### config.mk
export PLATFORM = sky130hd
export DESIGN_NAME = wb_stage_pipelined
export DESIGN_NICKNAME = d
export VERILOG_FILES = /design/src/rtl/wb_stage_pipelined.sv
export SDC_FILE = /design/constraint.sdc
export NUM_CORES = 1
export LEC_CHECK = 0
export CORE_MARGIN = 2
export CORE_UTILIZATION = 42
export DETAILED_ROUTE_END_ITERATION = 12
export GPL_ROUTABILITY_DRIVEN = 1
export GPL_TIMING_DRIVEN = 0
export PLACE_DENSITY_LB_ADDON = 0.05
export REMOVE_ABC_BUFFERS = 1
export SLEW_MARGIN = 10
export SYNTH_ARGS = -nofsm -noshare
export SYNTH_HDL_FRONTEND = slang
export SYNTH_SLANG_ARGS = --single-unit
export TNS_END_PERCENT = 100
### constraint.sdc
create_clock -name i_clk -period 2.1 [get_ports i_clk]
set_input_delay 0.42 -clock i_clk [delete_from_list [all_inputs] [get_ports i_clk]]
set_output_delay 0.42 -clock i_clk [all_outputs]
set_load 0.005 [all_outputs]
### src/rtl/wb_stage_pipelined.sv
// wb_stage_pipelined: MEM/WB pipeline register with byte-lane load filter, gated register-file write and EX forwarding tap.
// Optional WB_RETIRE_COUNTER_EN adds o_wb_retired, a count of retired valid instructions.
module wb_stage_pipelined #(
    parameter int BITS_SIZE      = 32,
    parameter int BITS_REGS      = 5,
    parameter int LINK_REG       = 31,
    parameter int HW_BITS        = 16,
    parameter int BYTE_BITS_SIZE = 8
) (
    input  logic                 i_clk,
    input  logic                 i_reset,
    input  logic                 i_valid,
    input  logic                 i_stall,
    input  logic                 i_flush,
    input  logic                 i_regwrite,
    input  logic                 i_mem_to_reg,
    input  logic                 i_lui,
    input  logic                 i_jal,
    input  logic                 i_zero_extend,
    input  logic [1:0]           i_size_filterL,
    input  logic [1:0]           i_addr_lsb,
    input  logic [BITS_SIZE-1:0] i_dato_mem,
    input  logic [BITS_SIZE-1:0] i_alu,
    input  logic [BITS_SIZE-1:0] i_extension,
    input  logic [BITS_SIZE-1:0] i_pc8,
    input  logic [BITS_REGS-1:0] i_register_dst,
    output logic                 o_wb_write_en,
    output logic [BITS_REGS-1:0] o_wb_register_addr,
    output logic [BITS_SIZE-1:0] o_wb_data_write,
    output logic [BITS_SIZE-1:0] o_wb_data_write_ex,
    output logic                 o_wb_misalign
`ifdef WB_RETIRE_COUNTER_EN
    ,
    output logic [31:0]          o_wb_retired
`endif
);
    localparam logic [BITS_REGS-1:0] LINK = LINK_REG[BITS_REGS-1:0];

    typedef struct packed {
        logic                 valid;
        logic                 regwrite;
        logic                 mem_to_reg;
        logic                 lui;
        logic                 jal;
        logic                 zero_extend;
        logic [1:0]           size;
        logic [1:0]           lsb;
        logic [BITS_SIZE-1:0] dato;
        logic [BITS_SIZE-1:0] alu;
        logic [BITS_SIZE-1:0] ext;
        logic [BITS_SIZE-1:0] pc8;
        logic [BITS_REGS-1:0] dst;
    } mw_t;

    mw_t mw_q, mw_d;
    logic [BYTE_BITS_SIZE-1:0] lane_b;
    logic [HW_BITS-1:0]        lane_h;
    logic [31:0]               lane_w;
    logic                      fill;
    logic [BITS_SIZE-1:0]      filt, data_to_reg, mem_data;

    always_comb begin
        mw_d = i_flush ? mw_t'('0) : i_stall ? mw_q : mw_t'{i_valid, i_regwrite, i_mem_to_reg, i_lui, i_jal,
            i_zero_extend, i_size_filterL, i_addr_lsb, i_dato_mem, i_alu, i_extension, i_pc8, i_register_dst};
    end

    always_ff @(posedge i_clk) begin
        if (!i_reset) mw_q <= '0;
        else          mw_q <= mw_d;
    end

    assign lane_b = mw_q.dato[{mw_q.lsb, 3'b000} +: BYTE_BITS_SIZE];
    assign lane_h = mw_q.dato[{mw_q.lsb[1], 4'b0000} +: HW_BITS];
    assign lane_w = mw_q.dato[31:0];
    assign fill   = ~mw_q.zero_extend &
                    (mw_q.size[1] ? lane_w[31] : mw_q.size[0] ? lane_h[HW_BITS-1] : lane_b[BYTE_BITS_SIZE-1]);

    // Start from the extension fill, then overlay the selected lane.
    always_comb begin
        filt = {BITS_SIZE{fill}};
        if (mw_q.size[1])      filt[31:0]               = lane_w;
        else if (mw_q.size[0]) filt[HW_BITS-1:0]        = lane_h;
        else                   filt[BYTE_BITS_SIZE-1:0] = lane_b;
    end

    assign data_to_reg        = mw_q.lui ? mw_q.ext : filt;
    assign mem_data           = mw_q.mem_to_reg ? data_to_reg : mw_q.alu;
    assign o_wb_data_write_ex = mem_data;
    assign o_wb_data_write    = mw_q.jal ? mw_q.pc8 : mem_data;
    assign o_wb_register_addr = mw_q.jal ? LINK : mw_q.dst;
    assign o_wb_misalign      = mw_q.valid & mw_q.mem_to_reg & ~mw_q.lui & (mw_q.size == 2'b01) & mw_q.lsb[0];
    assign o_wb_write_en      = mw_q.valid & (mw_q.regwrite | mw_q.jal) & (|o_wb_register_addr) & ~o_wb_misalign;

`ifdef WB_RETIRE_COUNTER_EN
    logic [31:0] retired_q, retired_d;

    // A flush still lets the instruction currently in WB retire; only the incoming slot becomes a bubble.
    assign retired_d = retired_q + 32'(mw_q.valid & (i_flush | ~i_stall));

    always_ff @(posedge i_clk) begin
        if (!i_reset) retired_q <= '0;
        else          retired_q <= retired_d;
    end

    assign o_wb_retired = retired_q;
`endif
endmodule
== After elaboration in Yosys (flattened, before gate mapping) ==
Cells that the tools add are included.

* $add $sub $neg: 0
* Multiply operators: 0
* Div/mod/pow operators: 0
* $lt $le $gt $ge: 0
* Eq/ne operators: 1
* Shift-type cells: 2
* Muxes and demuxes: 10
* Bitwise logic cells: 13
* Reductions and logical operators: 2

{| class="wikitable"
|+ Operators with widths
! operator !! number
|-
| $mux 32 || 3
|-
| $mux 16 || 2
|-
| $shiftx 32x6->16 || 1
|-
| $shiftx 32x6->8 || 1
|-
| $mux 8 || 2
|-
| $and 1x1->1 || 8
|-
| $mux 5 || 1
|-
| $reduce_or 5->1 || 1
|-
| $not 1->1 || 4
|-
| $eq 2x1->1 const B || 1
|-
| $mux 1 || 2
|-
| $reduce_or 2->1 || 1
|-
| $or 1x1->1 || 1
|}

* Register bits after elaboration: 143
* Bits in latches: 0
* Memory bits (writable): 0
* ROM bits: 0
* Input port bits: 147
* Logic and storage cells: 41
* Memories: 0

== Depth between registers and ports, before layout ==
Gate-level depths: netlist (run 1).

* Word-level depth: 9
* Mapped depth: 7
* Depth with buffers taken out: 5

== Least setup slack after synthesis (run 1) ==
OpenSTA, ideal clock, no wires.

* Kind: flip-flop to output port
* Start point: reg mw_q[133] in the netlist's numbering
* End point: out o_wb_data_write[10]
* Data arrival time: 1666 ps
* Required time: 1680 ps
* Path slack: 14 ps
* Cell stages (with the launch flop): 6
* Buffers on the path: 0
* Cell sequence: dfxtp_1 mux4_2 a21oi_4 a221oi_1 a21o_1 mux2_2

* Cells in the longest elaborated chain, start to end: 9

{| class="wikitable"
|+ Ends and longest elaborated chain
! item !! line !! RTL
|-
| start, declared || 55 || <nowiki>mw_t mw_q, mw_d;</nowiki>
|-
| start signal, assigned || 69 || <nowiki>else mw_q <= mw_d;</nowiki>
|-
| $shiftx 32x6->8 || 72 || <nowiki>assign lane_b = mw_q.dato[{mw_q.lsb, 3'b000} +: BYTE_BITS_SIZE];</nowiki>
|-
| $mux 1 (2 in series) || 76 || <nowiki>(mw_q.size[1] ? lane_w[31] : mw_q.size[0] ? lane_h[HW_BITS-1] : lane_b[BYTE_BITS_SIZE-1]);</nowiki>
|-
| $and 1x1->1 || 75 || <nowiki>assign fill = ~mw_q.zero_extend &</nowiki>
|-
| $mux 8 || 82 || <nowiki>else if (mw_q.size[0]) filt[HW_BITS-1:0] = lane_h;</nowiki>
|-
| $mux 16 || 81 || <nowiki>if (mw_q.size[1]) filt[31:0] = lane_w;</nowiki>
|-
| $mux 32 || 86 || <nowiki>assign data_to_reg = mw_q.lui ? mw_q.ext : filt;</nowiki>
|-
| $mux 32 || 87 || <nowiki>assign mem_data = mw_q.mem_to_reg ? data_to_reg : mw_q.alu;</nowiki>
|-
| net o_wb_data_write_ex[10] || 30 || <nowiki>output logic [BITS_SIZE-1:0] o_wb_data_write_ex,</nowiki>
|-
| $mux 32 || 89 || <nowiki>assign o_wb_data_write = mw_q.jal ? mw_q.pc8 : mem_data;</nowiki>
|-
| end, declared || 29 || <nowiki>output logic [BITS_SIZE-1:0] o_wb_data_write,</nowiki>
|}

The timed path passes the listed nets, and every way through them passes these cells.

== Worst setup path after layout (run 1) ==
* Start point: reg mw_q[133] in the netlist's numbering
* End point: out o_wb_data_write[10]

* Cells in the longest elaborated chain, start to end: 9

{| class="wikitable"
|+ Ends and longest elaborated chain
! item !! line
|-
| $shiftx 32x6->8 || 72
|-
| $mux 1 (2 in series) || 76
|-
| $and 1x1->1 || 75
|-
| $mux 8 || 82
|-
| $mux 16 || 81
|-
| $mux 32 || 86
|-
| $mux 32 || 87
|-
| $mux 32 || 89
|}

No other way between the ends.

==> results.sh, run 1 <==
export IMPL_synth_area_mux_share=0.297
export IMPL_reg2reg_from="mw_q[140]"
export IMPL_cts_inserted_buffers=17
export IMPL_ys_seq_area_frac=0.414
export IMPL_holdCritPathClass="reg2reg"
export IMPL_p_sw_frac=0.239
export IMPL_insertion_delay_ns=0.42
export IMPL_rsz0062_at_grt="true"
export IMPL_async_flop_share=0
export IMPL_p_comb_frac=0.171
export IMPL_fin_skew_ns=0
export IMPL_finalHoldViolations=0
export IMPL_antenna_found_initial=0
export IMPL_synth_top_family_by_area="multiplexers"
export IMPL_worst_setup_path_type="reg2out"
export IMPL_rr_worst_depth=5
export IMPL_max_freq_mhz=361
export IMPL_grt_pass1_wl_um=35800
export IMPL_htree_levels=4
export IMPL_fp_dieH_um=132
export IMPL_cap_violations=0
export IMPL_via_per_inst=5.35
export IMPL_wl_per_cell_um=19.2
export IMPL_num_antenna_cells=0
export IMPL_syn_area_um2=6910
export IMPL_nets=1112
export IMPL_drive_above_1_share=0.299
export IMPL_hold_end="mw_q[45]"
export IMPL_slew_headroom=0.560
export IMPL_arrival_ns=2.35
export IMPL_synth_compound_area_share=0.108
export IMPL_violations="negative setup slack"
export IMPL_dp_hpwl_um=13800
export IMPL_endpoint_kind="primary output"
export IMPL_required_ns=1.68
export IMPL_drc=0
export IMPL_grt_usage=0.262
export IMPL_synth_avg_cell_area_um2=9.72
export IMPL_cp_start_kind="flip-flop"
export IMPL_pwr_share_seq=0.401
export IMPL_seq_area_um2=2890
export IMPL_stdcell_count=1193
export IMPL_p_per_area_nw_per_um2=651
export IMPL_dp_cells=1090
export IMPL_p_int_w=0.00546
export IMPL_setup_violations=64
export IMPL_start_util=0.432
export IMPL_maxSlewViolCount=0
export IMPL_drt_iter0_markers=346
export IMPL_grt_pass1_vias=6556
export IMPL_pre_cts_slack_ns=-1.71
export IMPL_synth_edf_count=0
export IMPL_synth_cells=711
export IMPL_ys_dominant_reg_cell="dfxtp_1"
export IMPL_fin_crit_sh=1.32
export IMPL_multi_input_area_um2=4290
export IMPL_rows=46
export IMPL_power_leakage_nw=4.68
export IMPL_gr_total_overflow=0
export IMPL_synth_seq_cells=143
export IMPL_grt_start_max_net_pins=84
export IMPL_switchingPower_w=0.00171
export IMPL_dieArea_um2=17500
export IMPL_ant_nets=0
export IMPL_wl_um=22900
export IMPL_synthAdderAreaFrac=0
export IMPL_synth_simple_area_share=0.141
export IMPL_rrSetupSlack_ns=0.83
export IMPL_tightest_slew_ns=0.660
export IMPL_synthXorXnorAreaFrac=0
export IMPL_cts_buffer_depth=2
export IMPL_vias=6387
export IMPL_syn_to_final_growth_pct=59.6
export IMPL_clk_pin_slew_ns=0.06
export IMPL_fp_dieW_um=132
export IMPL_r2r_end="mw_q[140]"
export IMPL_nFillCells=1264
export IMPL_clockPowerShare=0.429
export IMPL_io_buffers=217
export IMPL_core_um2=16000
export IMPL_io_pins=218
export IMPL_final_area_um2=11000
export IMPL_max_vdd_ir_drop_mv=0.606
export IMPL_cts_root_buf="clkbuf_16"
export IMPL_gp_congestion=0.768
export IMPL_hold_path_cell_count=2
export IMPL_drt_pass1_iterations=5
export IMPL_power_total_w=0.00718
export IMPL_cts_tree="done"
export IMPL_synth_warnings=0
export IMPL_placed_area_um2=9250
export IMPL_synth_cell_type_count=38
export IMPL_timing_final_crit_period_ns=2.77
export IMPL_status="finished with violations"
export IMPL_min_from="mw_q[45]"
export IMPL_clock_sinks=143
export IMPL_path_max_fanout=4
export IMPL_setup_ws_ns=-0.671
==> cell usage after synthesis, drive strengths merged, types with 6 or more instances <==
master / count / area, um2
nor2: 158 / 593
mux2i: 148 / 1480
dfxtp: 143 / 2860
mux2: 42 / 473
clkbuf: 34 / 128
nand2: 32 / 120
buf: 26 / 130
nor3b: 17 / 128
a221o: 16 / 160
a2bb2oi: 16 / 203
nand2b: 9 / 56.3
o221ai: 9 / 78.8
a21oi: 8 / 55.1
a22oi: 7 / 52.6
o2bb2ai: 7 / 61.3
o21ai: 6 / 30.0
or2: 6 / 37.5
==> how the worst max path moves through the flow <==
| stage | start | endpoint | slack, ns | depth (start not counted) |
|---|---|---|---|---|
| after floorplan | i_flush | lane_w[0] | -1.17 | 2 |
| after global placement | i_stall | mw_q[40] | -5.66 | 3 |
| after detailed placement | mw_q[134] | o_wb_data_write[20] | -1.71 | 6 |
| after CTS | mw_q[133] | o_wb_data_write[10] | -0.70 | 8 |
| after global routing | mw_q[134] | o_wb_data_write[31] | -0.76 | 8 |
| final | mw_q[133] | o_wb_data_write[10] | -0.67 | 8 |
==> timing repair <==
| item | in CTS | in global routing |
|---|---|---|
| cloned | 4 | 0 |
| hold buffers | 0 | 0 |
| pin swaps | 58 | 21 |
| buffers inserted | 64 | 12 |
| hold endpoints to repair | 0 | 0 |
| setup endpoints to repair | 71 | 64 |
| resized for setup | 404 | 37 |
==> worst max-delay path, stage by stage, from the launching register on <==
cell and delay, ns:
dfxtp_4 0.36, mux4_2 0.52, a21oi_4 0.19, buf_12 0.14
buf_6 0.09, a221oi_2 0.04, a21o_1 0.19, mux2_4 0.28
buf_6 0.11
==> final cells by class <==
type                       count  area share
multi-input combinational    504       0.389
timing repair buffer         293       0.265
sequential                   143       0.262
clock buffer                  21      0.0418
tap                          216      0.0245
clock inverter                10      0.0125
inverter                       4     0.00318
timing repair inverter         2     0.00136
==> sequential cells by signal, summed over array words and instances, names as in the netlist <==
register	flops
lane_w	32
mw_q	111
==> kinds of logic after synthesis <==
group                  after synthesis
muxes                              194
and+or+nand+nor                    228
DFF                                143
AOI/OAI and AO/OA                   82
buffers and inverters               64
==> per-stage QoR <==
stage                     utilization  TNS (ns)  hold slack [ns]
after floorplan                     -   -204.80            0.454
after global placement          0.568   -963.81            0.465
after detailed placement        0.578    -91.21            0.481
after CTS                       0.685    -31.05            0.495
after global routing            0.689    -37.44            0.516
final                           0.689    -31.80            0.489
==> layout by cell type, fill, tap and decap left out, types with 17 or more instances in the layout <==
cell type and instances:
buf_2 34, buf_4 28, buf_6 53, clkbuf_16 18, clkdlybuf4s50_1 145, dfxtp_1 133, mux2_4 32, mux2i_1 144
nand2_1 32, nor2_1 150, nor3b_1 17
==> metal layers <==
layer,share of wire,vias up,GRT usage
met5,0,-,0
met4,0.020,0,0.0830
met3,0.059,32,0.0692
met2,0.50,211,0.461
met1,0.43,3125,0.313
li1,-,3019,-
==> power groups by stage <==
| stage | Sequential, W | Clock (W) | Combinational (W) |
|---|---|---|---|
| after CTS | 0.00287 | 0.00313 | 0.00120 |
| after global routing | 0.00289 | 0.00326 | 0.00130 |
| after detailed placement | 0.00295 | 0 | 0.000968 |
| final | 0.00288 | 0.00308 | 0.00122 |
| after global placement | 0.00295 | 0 | 0.00104 |
| after floorplan | 0.00292 | 0 | 0.000406 |
No activity file was read; power rests on OpenSTA's default activity.
==> inputs of run 2 (changes only) <==
--- a/config.mk
+++ b/config.mk
@@ -5,8 +5,9 @@
 export SDC_FILE = /design/constraint.sdc
 export NUM_CORES = 1
 export LEC_CHECK = 0
+export CORE_ASPECT_RATIO = 1.25
 export CORE_MARGIN = 2
-export CORE_UTILIZATION = 42
+export CORE_UTILIZATION = 47
 export DETAILED_ROUTE_END_ITERATION = 12
 export GPL_ROUTABILITY_DRIVEN = 1
 export GPL_TIMING_DRIVEN = 0
@@ -16,4 +17,3 @@
 export SYNTH_ARGS = -nofsm -noshare
 export SYNTH_HDL_FRONTEND = slang
 export SYNTH_SLANG_ARGS = --single-unit
-export TNS_END_PERCENT = 100
==> constraint.sdc (replaced) <==
create_clock -name i_clk -period 2.6 [get_ports i_clk]
set_input_delay 0.52 -clock i_clk [delete_from_list [all_inputs] [get_ports i_clk]]
set_output_delay 0.52 -clock i_clk [all_outputs]
set_load 0.005 [all_outputs]
==> run 2 against run 1 <==
The flow still finishes with violations (negative setup slack). Worst setup slack improved by 0.40 ns. Combinational power is 25% lower. Global-route usage rose by 0.98 points. Die area decreased by 10%. Hold slack better by 0.0046 ns. Total power shrank 21%. Largest cell class unchanged. Largest power group unchanged.
==> results.sh, run 2 (same netlist as run 1, synthesis figures left out) <==
export IMPL_status="finished with violations"
export IMPL_violations="negative setup slack"
export IMPL_setup_ws_ns=-0.267
export IMPL_ant_nets=0
export IMPL_clockPowerShare=0.427
export IMPL_path_max_fanout=6
export IMPL_slew_headroom=0.476
export IMPL_io_pins=218
export IMPL_dieArea_um2=15700
export IMPL_grt_pass1_wl_um=33800
export IMPL_finalHoldViolations=0
export IMPL_cts_root_buf="clkbuf_16"
export IMPL_rsz0062_at_grt="true"
export IMPL_largest_reg_flops=111
export IMPL_rr_worst_depth=4
export IMPL_fin_setup_tns_ns=-6.90
export IMPL_wl_um=21900
export IMPL_drive_above_1_share=0.256
export IMPL_hold_path_cell_count=2
export IMPL_drc=0
export IMPL_num_antenna_cells=0
export IMPL_final_core_util=0.736
export IMPL_maxSlewViolCount=0
export IMPL_placed_area_um2=9170
export IMPL_p_per_area_nw_per_um2=534
export IMPL_cp_start_kind="flip-flop"
export IMPL_htree_levels=4
export IMPL_via_per_inst=5.52
export IMPL_gr_total_overflow=0
export IMPL_clock_sinks=143
export IMPL_nFillCells=1050
export IMPL_min_from="mw_q[17]"
export IMPL_vias=6265
export IMPL_fp_dieH_um=140
export IMPL_final_common_cell="clkdlybuf4s50_1"
export IMPL_gp_congestion=0.795
export IMPL_most_common_layout_cells="clkdlybuf4s50_1 (153), nor2_1 (150), mux2i_1 (147)"
export IMPL_power_total_w=0.00566
export IMPL_grt_start_max_net_pins=78
export IMPL_clk_pin_slew_ns=0.06
export IMPL_power_leakage_nw=4.51
export IMPL_cap_violations=0
export IMPL_fin_crit_sh=1.10
export IMPL_worst_setup_path_type="reg2out"
export IMPL_cts_buffer_depth=2
export IMPL_max_vdd_ir_drop_mv=0.409
export IMPL_dp_hpwl_um=13900
export IMPL_p_int_w=0.00430
export IMPL_drt_iter0_markers=398
export IMPL_start_util=0.479
export IMPL_arrival_ns=2.35
export IMPL_final_area_um2=10600
export IMPL_cts_hold_buf=0
export IMPL_setup_violations=49
export IMPL_wl_per_cell_um=19.3
export IMPL_core_um2=14400
export IMPL_drt_pass1_iterations=5
export IMPL_p_comb_frac=0.162
export IMPL_switchingPower_w=0.00137
export IMPL_rows=49
export IMPL_endpoint_kind="primary output"
export IMPL_cts_tree="done"
export IMPL_io_buffers=217
export IMPL_grt_pass1_vias=6412
export IMPL_timing_final_crit_period_ns=2.87
export IMPL_syn_to_final_growth_pct=53.6
export IMPL_grt_usage=0.272
export IMPL_timing_hold_ws_ns=0.494
export IMPL_nets=1091
export IMPL_required_ns=2.08
export IMPL_largest_register="mw_q"
export IMPL_fin_skew_ns=0
export IMPL_pwr_share_seq=0.411
export IMPL_antenna_found_initial=0
export IMPL_fp_dieW_um=112
export IMPL_insertion_delay_ns=0.42
export IMPL_p_sw_frac=0.241
export IMPL_critPathLaunch="mw_q[133]"
export IMPL_reg2reg_from="mw_q[140]"
export IMPL_holdCritPathClass="reg2reg"
export IMPL_max_freq_mhz=349
export IMPL_tightest_slew_ns=0.787
export IMPL_cts_inserted_buffers=17
==> run 2: stage by stage <==
step / setup slack (ns) / instances
finish: -0.267 / 1134
CTS: -0.295 / 1132
global route: -0.336 / 1134
floorplan: -0.771 / 651
global placement: -5.21 / 1046
detailed placement: -1.39 / 1051
==> run 2: cell type report <==
cell class,instances,area (um2),area share
Multi-Input combinational cell,504,4140,0.390
Timing Repair Buffer,273,2730,0.257
Clock buffer,21,470,0.0443
Timing Repair inverter,1,7.51,0.000708
Sequential cell,143,2890,0.272
Tap cell,178,223,0.0210
Clock inverter,10,113,0.0106
Inverter,4,35.0,0.00330
==> run 2: critical path, stage by stage (launching register included) <==
cell and delay [ns]:
dfxtp_4 0.36, mux4_2 0.53, a21oi_4 0.29, and3_1 0.23, a21oi_2 0.05, clkdlybuf4s50_1 0.47
==> run 2: timing repair <==
action	CTS	global route
hold endpoints to repair	0	0
setup buffers	48	1
gates resized for setup	311	28
pin swaps	46	13
cloned	2	1
endpoints found under the setup margin	66	64
==> run 2: metal layers <==
| metal | vias up | part of all wire | track usage |
|---|---|---|---|
| li1 | 2979 | - | - |
| met5 | - | 0 | 0 |
| met1 | 3041 | 0.40 | 0.315 |
| met3 | 34 | 0.055 | 0.0562 |
| met4 | 0 | 0.020 | 0.0982 |
| met2 | 211 | 0.52 | 0.493 |
==> run 2: worst paths after layout <==
kind                                 to  slack (ns)
setup reg to reg              mw_q[140]        1.45
setup / recovery  o_wb_data_write_ex[8]       -0.27
hold reg to reg                mw_q[17]        0.49
hold / removal                 mw_q[17]        0.49
==> run 2: power groups by stage <==
stage                     Combinational (W)  Clock [W]  Sequential, W
after CTS                          0.000905    0.00244        0.00232
final                              0.000919    0.00242        0.00233
after detailed placement           0.000773          0        0.00238
after global routing               0.000980    0.00253        0.00233
after global placement             0.000837          0        0.00239
after floorplan                    0.000328          0        0.00236
